===== config.mk =====
export PLATFORM = sky130hd
export DESIGN_NAME = fft_out_reorder
export DESIGN_NICKNAME = d
export VERILOG_FILES = /design/src/rtl/fft_out_reorder.sv
export SDC_FILE = /design/constraint.sdc
export NUM_CORES = 1
export LEC_CHECK = 0
export BUFFER_PORTS_ARGS = -buffer_cell sky130_fd_sc_hd__buf_2
export CORE_MARGIN = 3
export CORE_UTILIZATION = 60
export DETAILED_ROUTE_END_ITERATION = 6
export PLACE_DENSITY = 0.83
export SLEW_MARGIN = 20
export SYNTH_ARGS = -nofsm -noshare
export SYNTH_HDL_FRONTEND = slang
export SYNTH_SLANG_ARGS = --single-unit

===== constraint.sdc =====
create_clock -name clk_i -period 43.6 [get_ports clk_i]
set_input_delay 8.72 -clock clk_i [delete_from_list [all_inputs] [get_ports clk_i]]
set_output_delay 8.72 -clock clk_i [all_outputs]
set_load 0.05 [all_outputs]

===== src/rtl/fft_out_reorder.sv =====
// Converts a parallel 8-point FFT butterfly frame (bit-reversed element order) into a
// natural-order beat stream through a ping-pong frame buffer. Optional macro: FFT_OUT_SCALE_EN.
module fft_out_reorder #(
  parameter int W = 25
) (
  input  logic                   clk_i,
  input  logic                   rst_i,
  input  logic                   in_valid_i,
  output logic                   in_ready_o,
  input  logic [7:0][2*W-1:0]    frame_i,
  output logic                   out_valid_o,
  input  logic                   out_ready_i,
  output logic [2*W-1:0]         out_data_o,
  output logic [2:0]             out_idx_o,
  output logic                   out_last_o
);

  typedef enum logic {
    S_IDLE   = 1'b0,
    S_STREAM = 1'b1
  } state_t;

  state_t                  state_q;
  logic [1:0]              full_q;
  logic                    wr_ptr_q;
  logic                    rd_ptr_q;
  logic [2:0]              k_q;
  logic                    out_valid_q;
  logic                    out_last_q;
  logic [1:0][7:0][2*W-1:0] buf_q;

  logic                    in_hs;
  logic                    out_hs;
  logic                    next_frame_ready;
  logic [2*W-1:0]          sel_word;

  function automatic logic [2:0] bitrev3(input logic [2:0] v);
    return {v[0], v[1], v[2]};
  endfunction

  function automatic logic [W-1:0] scale(input logic [W-1:0] x);
`ifdef FFT_OUT_SCALE_EN
    return W'($signed(x) >>> 3);
`else
    return x;
`endif
  endfunction

  // Ready derives only from the full flags so it never combinationally follows in_valid_i.
  assign in_ready_o = ~(full_q[0] & full_q[1]);
  assign in_hs      = in_valid_i & in_ready_o;
  assign out_hs     = out_valid_q & out_ready_i;

  // A frame captured on the same edge as the last beat keeps the stream contiguous.
  assign next_frame_ready = full_q[~rd_ptr_q] | in_hs;

  always_ff @(posedge clk_i or posedge rst_i) begin
    if (rst_i) begin
      state_q     <= S_IDLE;
      full_q      <= 2'b00;
      wr_ptr_q    <= 1'b0;
      rd_ptr_q    <= 1'b0;
      k_q         <= 3'd0;
      out_valid_q <= 1'b0;
      out_last_q  <= 1'b0;
    end else begin
      if (in_hs) begin
        full_q[wr_ptr_q] <= 1'b1;
        wr_ptr_q         <= ~wr_ptr_q;
      end
      case (state_q)
        S_IDLE: begin
          if (in_hs) begin
            state_q     <= S_STREAM;
            out_valid_q <= 1'b1;
            out_last_q  <= 1'b0;
            k_q         <= 3'd0;
          end
        end
        S_STREAM: begin
          if (out_hs) begin
            if (k_q == 3'd7) begin
              full_q[rd_ptr_q] <= 1'b0;
              rd_ptr_q         <= ~rd_ptr_q;
              k_q              <= 3'd0;
              out_last_q       <= 1'b0;
              if (!next_frame_ready) begin
                state_q     <= S_IDLE;
                out_valid_q <= 1'b0;
              end
            end else begin
              k_q        <= k_q + 3'd1;
              out_last_q <= (k_q == 3'd6);
            end
          end
        end
        default: begin
          state_q     <= S_IDLE;
          out_valid_q <= 1'b0;
          out_last_q  <= 1'b0;
        end
      endcase
    end
  end

  // Frame storage carries no reset; validity lives entirely in full_q.
  always_ff @(posedge clk_i) begin
    if (in_hs) begin
      buf_q[wr_ptr_q] <= frame_i;
    end
  end

  assign sel_word    = buf_q[rd_ptr_q][bitrev3(k_q)];
  assign out_valid_o = out_valid_q;
  assign out_last_o  = out_last_q;
  assign out_idx_o   = k_q;
  assign out_data_o  = out_valid_q ? {scale(sel_word[2*W-1:W]), scale(sel_word[W-1:0])}
                                   : '0;

endmodule


# Yosys cells after proc, flatten, opt, wreduce, memory -nomap -nowiden
# Index checks and enable logic that the tools add are counted.
# word_totals
ff_bits,810
input_bits,404
output_inout_bits,56
# op_classes
bitwise,11
reduce_logical,5
magnitude_cmp,6
n_mux,36
n_eq_ne,6
n_addsub,1
# ops
cell,n
2-to-1 mux 400 bit,3
bitwise mux 800 bit,1
demux 400 bit (select 1 bit),1
binary-select mux 50 bit (select 3 bit),1
2-to-1 mux 50 bit,2
2-to-1 mux 1 bit,15
2-to-1 mux 3 bit,3
2-to-1 mux 2 bit,4
== test 3 bit (second input constant),2
less-than comparator 1 x 2 -> 1 bit (second input constant),3
case mux 1 bit (2 select lines),3
case mux 3 bit (2 select lines),1
less-than comparator 3 x 4 -> 1 bit (second input constant),1
inequality test 2 x 1 -> 1 bit (second input constant),2
inequality test 2 bit (second input constant),2
inverter 1 bit,4
AND reduction 4 bit,1
adder 3 x 1 -> 3 bit (second input constant),1
bitwise AND 1 bit,3
AND reduction 3 bit,1
bitwise AND 2 bit,1
demux 1 bit (select 1 bit),2
>= comparator 1 bit (second input constant),2
logical AND 1 bit,2
4 further kinds,4

# Logic depth before layout (Yosys ltp)
# Gate-level depths: netlist of the first run.
# depth
word_depth,10
ltp_mapped,8
mapped_depth_nobuf,6

# Worst setup path after synthesis of the first run
# Ideal clock, no wire load.
# synth_timing
kind,in2reg
from,in in_valid_i
to,"reg buf_q[0] (netlist bit), enable pin"
path_buffers,0
path_slack_ns,16.907
required_time_ns,42.430
arrival_time_ns,25.523
cell_stages,2
cell_sequence,a21bo_2 nor2_1
# synth_via
elab_chain_cells,1
# synth_rtl
item,line_no,source
"start, declared",8,"input logic in_valid_i,"
bitwise AND 1 bit,51,assign in_hs = in_valid_i & in_ready_o;
"end signal, assigned by index",109,buf_q[wr_ptr_q] <= frame_i;
"end, declared",30,logic [1:0][7:0][2*W-1:0] buf_q;
# Every way passes these cells.
# A chain may end at the register's enable or synchronous reset.

# Worst setup path in the final report of the first run
# layout_timing
from,reg rd_ptr_q
to,out out_data_o[46]
# layout_via
elab_chain_cells,5
# layout_rtl
item,line_no,source
"start, declared",26,logic rd_ptr_q;
"start signal, assigned",84,rd_ptr_q <= ~rd_ptr_q;
2-to-1 mux 400 bit (implied by the code) (2 in a row),113,assign sel_word = buf_q[rd_ptr_q][bitrev3(k_q)];
binary-select mux 50 bit (select 3 bit),113,
2-to-1 mux 50 bit (implied by the code),113,
2-to-1 mux 50 bit,117,"assign out_data_o = out_valid_q ? {scale(sel_word[2*W-1:W]), scale(sel_word[W-1:0])}"
"end, declared",13,"output logic [2*W-1:0] out_data_o,"
# Every way passes these cells. The select of a mux whose other input is x is not followed.

==> results of run 1 <==
==> final cells by class <==
cell class	count	area, µm²
clock buffers	99	2120
inverters	4	15.0
clock inverters	43	425
flip-flops and latches	810	24300
fillers	3055	14900
well taps	680	851
multi-input cells	767	6460
repair buffers	482	2500
diodes	48	120
==> path summary, 6_finish.rpt <==
path,start,to,slack (ns)
hold reg to reg,state_q$_DFF_PP0_,out_valid_o$_DFFE_PP0P_,0.48
setup reg to reg,full_q[0]$_DFF_PP0_,buf_q[537]$_DFFE_PP_,39.06
setup / recovery,rd_ptr_q$_DFFE_PP0P_,out_data_o[46],29.62
min in group asynchronous,rst_i,out_valid_o$_DFFE_PP0P_,8.09
hold / removal,state_q$_DFF_PP0_,out_valid_o$_DFFE_PP0P_,0.48
max in group asynchronous,rst_i,rd_ptr_q$_DFFE_PP0P_,35.19
==> per-layer routing <==
metal  vias to the layer above  wire length [µm]
li1                       7776                 -
met1                      8858             29500
met2                       904             37800
met3                       184              7230
met4                        24              2700
met5                         -               127
==> power by group through the flow <==
stage	logic [mW]	registers, mW	clock network, mW
after floorplan	0.000692	0.873	0
after global placement	0.0220	0.873	0
after detailed placement	0.0244	0.873	0
after CTS	0.0247	0.856	0.678
after global routing	0.0270	0.856	0.708
final	0.0251	0.856	0.670
==> registers in the layout (all words and copies together), names as in the netlist <==
register     count
state_q          1
buf_q          800
out_valid_o      1
full_q           2
out_last_o       1
out_idx_o        3
wr_ptr_q         1
rd_ptr_q         1
==> cells in the final DEF (no fill, tap or decap), types with 8 or more instances in the layout <==
master | netlist | routed
diode_2 | 0 | 48
clkbuf_1 | 19 | 17
a22oi_1 | 178 | 178
o22ai_1 | 39 | 39
buf_2 | 30 | 459
clkinv_2 | 0 | 14
mux2i_1 | 378 | 378
edfxtp_1 | 800 | 800
dfrtp_1 | 10 | 9
bufinv_16 | 0 | 8
clkinv_1 | 0 | 15
mux4_2 | 11 | 11
nand2_1 | 97 | 95
o21ai_1 | 21 | 21
buf_4 | 9 | 20
clkbuf_16 | 0 | 82
a221oi_1 | 10 | 10
==> cell families after synthesis <==
logic type / Yosys count / share of synthesized area
adder cells (fa/ha/maj): 3 / 0.00119
AO/OA/AOI/OAI: 262 / 0.0594
XOR/XNOR: 2 / 0.000556
buffers and inverters: 103 / 0.0257
multiplexers: 391 / 0.129
AND/OR/NAND/NOR: 109 / 0.0139
flip-flops: 810 / 0.771
==> run metrics, run 1 <==
GPL Wtd Cong=between 0.8 and 0.9; Final Non-Filler Cells=~2,900; Port Buf Inserts=around 460; fin worst setup slack=about 30 ns; unrepaired setup endpoints after global routing=false; Buffers & Inverters on Critical Path=4; Place WS=~30 ns; Sw Share=0.188; Finished Core Util=0.712; wire per inst=26.4 µm; Post-DP HPWL=49.5 mm; worst hold path type=reg -> reg; syn_area_per_cell=18.8 µm²; area grow syn2layout=16.7%; outcome=finished clean; CTS max path bufs=3; final-report setup violation count=0; CP max FO=around 120; die area=about 55,000 µm²; CP Depth=8; WS Path Type=reg -> out; CTS Hold Bufs=0; GRT busiest layer=met2; Final Cell Area=roughly 37,000 µm²; CP arrival=~5.3 ns; Yosys reg bits=810; cell row count=83; final hold vios=0; P per Cell Area=about 42 nW/µm²; H-Tree Depth=3; total CTS buffers=78; Post-Synthesis Cells=1,680; Startpoint Class=register; Critical Path RT=~35 ns; Cell Chain, Critical Path=buf_4 > buf_12 > buf_4 > mux2i_1 > a22oi_1 > nand2_1 > o22ai_1 > buf_2; met2 usage=0.436; ANT nets after route=0; Root Driver=clkbuf_16; share of cells above drive strength 1=0.279; Core ar.=about 52,000 µm²; post-synthesis net count=approximately 2,100; Worst-path clk slew=0.06 ns; drt first-iter violations=slightly below 2,000; die height=between 200 and 250 µm; cts repair resizes=0; Seq/Total Area, Yosys=0.771; DP Cell Count=2,743; GR Overflow Total=0; Post-synth ARST share=0.0123; starting density of the core=0.610; DRT Pass-1 Iters=7; Worst Skew=between 0.015 and 0.02 ns; placed cell areas=roughly 34,000 µm²; WL final=slightly below 80 mm; Post-CTS Setup Bufs=0; met1 Use GR=0.354; Post-synth EDFFs=800; Top-Level Pins=460; largest cells by area after synthesis=edfxtp_1, mux2i_1, a22oi_1, nand2_1, buf_6; Max Slew Vio Count=0; number of global-route vias before repair=18,000; Distinct cells, synth=37; post-synthesis cell area=roughly 32,000 µm²; Crit path max-delay family=buffers and inverters; fin crit period=~14 ns; top cells by count, synth=edfxtp_1, mux2i_1, a22oi_1; Die X=235 µm; switching pwr=about 290 µW; CTS tree=done; Power Internal=~1.3 mW; Clk pwr share=0.432; GR Util met3=0.0780; Synth warnings=0; total negative slack=0 ns; Largest stage delay, worst path=about 0.86 ns; initial antenna violation count=54; fmax=between 70 and 80 MHz; Worst-Margin Slew=approximately 1.2 ns; post-synth top area share=0.763; Final period util=0.321; global-route usage over all layers=0.273; Min-Delay Path Depth=1; Max rail drop VDD=around 44 µV; total clock sinks=around 800; Worst Setup End Kind=output pin; most numerous cell in the Yosys netlist=edfxtp_1; most used cell, CP=buf_4; ys flop type=edfxtp_1; DRC violations left=0; combinational share of power=0.016; total power draw=1.55 mW; cell accounting for the most synthesized area=edfxtp_1; latest clock arrival within the worst-skew pair=0.62 ns; Max-Cap Viols=0; largest net degree at the start of global routing=178; number of vias per cell=between 6 and 7; hold_ws=about 0.48 ns; relative slew slack=0.183; cell depth of the worst flop-to-flop path=5; leakage power total=between 10 and 15 nW; via count=17,700; Slowest cell on crit path=dfrtp_4; first-pass GRT wire length=112 mm; Seq pwr share=0.552; Layout Nets=between 2,000 and 3,000
Power figures use the tool's default switching activity.
==> run 2: changes to the inputs <==
--- a/config.mk
+++ b/config.mk
@@ -7,9 +7,9 @@
 export LEC_CHECK = 0
 export BUFFER_PORTS_ARGS = -buffer_cell sky130_fd_sc_hd__buf_2
 export CORE_MARGIN = 3
-export CORE_UTILIZATION = 60
+export CORE_UTILIZATION = 57
 export DETAILED_ROUTE_END_ITERATION = 6
-export PLACE_DENSITY = 0.83
+export PLACE_DENSITY = 0.8
 export SLEW_MARGIN = 20
 export SYNTH_ARGS = -nofsm -noshare
 export SYNTH_HDL_FRONTEND = slang
==> constraint.sdc (replaced) <==
create_clock -name clk_i -period 14.35 [get_ports clk_i]
set_input_delay 2.87 -clock clk_i [delete_from_list [all_inputs] [get_ports clk_i]]
set_output_delay 2.87 -clock clk_i [all_outputs]
set_load 0.05 [all_outputs]
==> run 2 against run 1 <==
First-iteration DRC count shrank 5.9%; sequential power grew to 3.0 times the previous value; sequential cell count unchanged; register-to-register slack worse by 29 ns; critical path depth fell by 1; final area decreased by 0.37%; combinational power rose to 3.0 times the previous value.
==> run metrics, run 2 (synthesis results as in run 1) <==
Crit Reg-Reg Endpoint=buf_q[448]$_DFFE_PP_; die area=58,100 µm² (+5.1%); combinational share of power=0.016 (about the same); share of cells above drive strength 1=0.278 (-0.00118); ANT nets after route=0 (unchanged); Worst Setup End Kind=output pin; drt first-iter violations=1,862 (-5.9%); end of the worst hold path=out_valid_o$_DFFE_PP0P_; GPL Wtd Cong=0.881 (+3.6%); Startpoint Class=register; FF-to-FF setup slack=10.29 ns (-28.77 ns); hold_ws=0.503 ns (+0.0188 ns); DRT Pass-1 Iters=6 (-1); latest clock arrival within the worst-skew pair=0.64 ns (+0.02 ns); Worst Skew=0.0254 ns (+0.00633 ns); number of flip-flops in the largest register=800 (unchanged); total negative slack=0 ns (unchanged); Critical Path RT=11.48 ns (-23.40 ns); Layout Nets=2,551 (+0.039%); Place WS=7.57 ns (-22.69 ns); H-Tree Depth=3 (unchanged); CP arrival=4.58 ns (-0.68 ns); Top-Level Pins=460 (unchanged); fillers=3,544 (+16%); Final period util=0.519; FF-to-FF Start=full_q[1]$_DFF_PP0_; relative slew slack=0.246 (+0.0624); number of global-route vias before repair=17,600 (-2.3%); most frequent cells in the layout=edfxtp_1, buf_2, mux2i_1; Die X=241 µm (+2.5%); Max Slew Vio Count=0 (unchanged); CTS tree=done; cts repair resizes=0 (unchanged); Post-DP HPWL=49.7 mm (+0.56%); total power draw=4.61 mW (+200%); Sw Share=0.196 (+0.00843); largest net degree at the start of global routing=183 (+2.8%); outcome=finished clean; Post-CTS Setup Bufs=0 (unchanged); WL final=77.0 mm (-0.49%); worst hold path type=reg -> reg; starting density of the core=0.581 (-0.0296); CP max FO=66 (-45%); Clk pwr share=0.419 (-0.013); multi-input logic area=6460 µm² (unchanged); Worst-path clk slew=0.06 ns (about the same); Min-Delay Path Depth=1 (unchanged); Root Driver=clkbuf_16; unrepaired setup endpoints after global routing=false; Worst-Margin Slew=1.13 ns (-0.0936 ns); CTS max path bufs=3 (unchanged); number of vias per cell=6.00 (-0.76%); WS Path Type=reg -> out; Seq pwr share=0.564 (+0.012); Seq. cell area=24,300 µm² (unchanged); Port Buf Inserts=459 (unchanged); fin worst setup slack=6.90 ns (-22.71 ns); area grow syn2layout=16.3%; initial antenna violation count=56 (+3.7%); Max rail drop VDD=104 µV (+140%); final hold vios=0 (unchanged); leakage power total=12.0 nW (-0.56%); GR Overflow Total=0 (unchanged); die height=241 µm (+2.5%); fmax=134 MHz; cell depth of the worst flop-to-flop path=5 (unchanged); Power Internal=3.71 mW (+190%); Core ar.=54,200 µm² (+5.1%); P per Cell Area=126 nW/µm² (+200%); final-report setup violation count=0 (unchanged); total CTS buffers=79 (+1.3%); wire per inst=26.2 µm (-0.59%); Biggest register=buf_q; worst hold start=state_q$_DFF_PP0_; first-pass GRT wire length=110 mm (-2.2%); CTS Hold Bufs=0 (unchanged); DRC violations left=0 (unchanged); cell row count=85 (+2.4%); switching pwr=903 µW (+210%); total clock sinks=810 (unchanged); global-route usage over all layers=0.258 (-0.0144); commonest non-fill, non-tap cell in the layout=edfxtp_1; fin crit period=roughly 7.4 ns; Max-Cap Viols=0 (unchanged); via count=17,600 (-0.65%)
==> run 2: cell types whose count changed in the layout (fill, tap and decap cells not counted), sizes merged <==
cell and change:
clkbuf -6, bufinv -6, diode -8, clkinv +5, clkinvlp +1, inv +1
==> run 2: worst max path at each step <==
stage / start / cells past startpoint / endpoint / slack (ns)
global route: rd_ptr_q$_DFFE_PP0P_ / 7 / out_data_o[36] / 6.65
global placement: rd_ptr_q$_DFFE_PP0P_ / 7 / out_data_o[36] / 7.63
finish: rd_ptr_q$_DFFE_PP0P_ / 7 / out_data_o[36] / 6.90
floorplan: in_valid_i / 2 / buf_q[0]$_DFFE_PP_ / 0.31
CTS: rd_ptr_q$_DFFE_PP0P_ / 7 / out_data_o[34] / 6.89
detailed placement: rd_ptr_q$_DFFE_PP0P_ / 7 / out_data_o[34] / 7.57
==> run 2: layer usage <==
layer	wire length [µm]	vias to the layer above	track usage
met5	218	-	0
met4	2700	34	0.0918
met3	6840	189	0.0742
met2	37400	799	0.413
met1	29900	8825	0.344
li1	-	7783	-
==> run 2: worst max-delay path: stages, from the launching register on <==
cell and delay (ns):
dfrtp_4 0.84, buf_4 0.85, buf_4 1.01, mux2i_1 0.20, a22oi_1 0.24, nand2_1 0.17
o22ai_1 0.24, buf_2 0.31
==> run 2: power groups by stage <==
stage          combinational [mW]  sequential, mW  clock (mW)
2_1_floorplan             0.00212            2.65           0
3_3_place_gp               0.0677            2.65           0
3_5_place_dp               0.0744            2.65           0
4_1_cts                    0.0748            2.60        1.96
5_1_grt                    0.0821            2.60        2.06
6_report                   0.0757            2.60        1.93
==> run 2: area by class of cell <==
class,instances,area share
Tap cell,696,0.0238
Inverter,4,0.000410
Sequential cell,810,0.663
Clock inverter,44,0.00980
Multi-Input combinational cell,767,0.176
Clock buffer,93,0.0560
Antenna cell,40,0.00273
Timing Repair Buffer,482,0.0681
==> run 2: per-stage QoR <==
step	area (µm²)	utilization	std cells
after floorplan	31500	-	1680
after global placement	34100	0.629	2759
after detailed placement	34100	0.629	2759
after CTS	36500	0.673	2896
after global routing	36600	0.675	2921
final	36600	0.675	2936
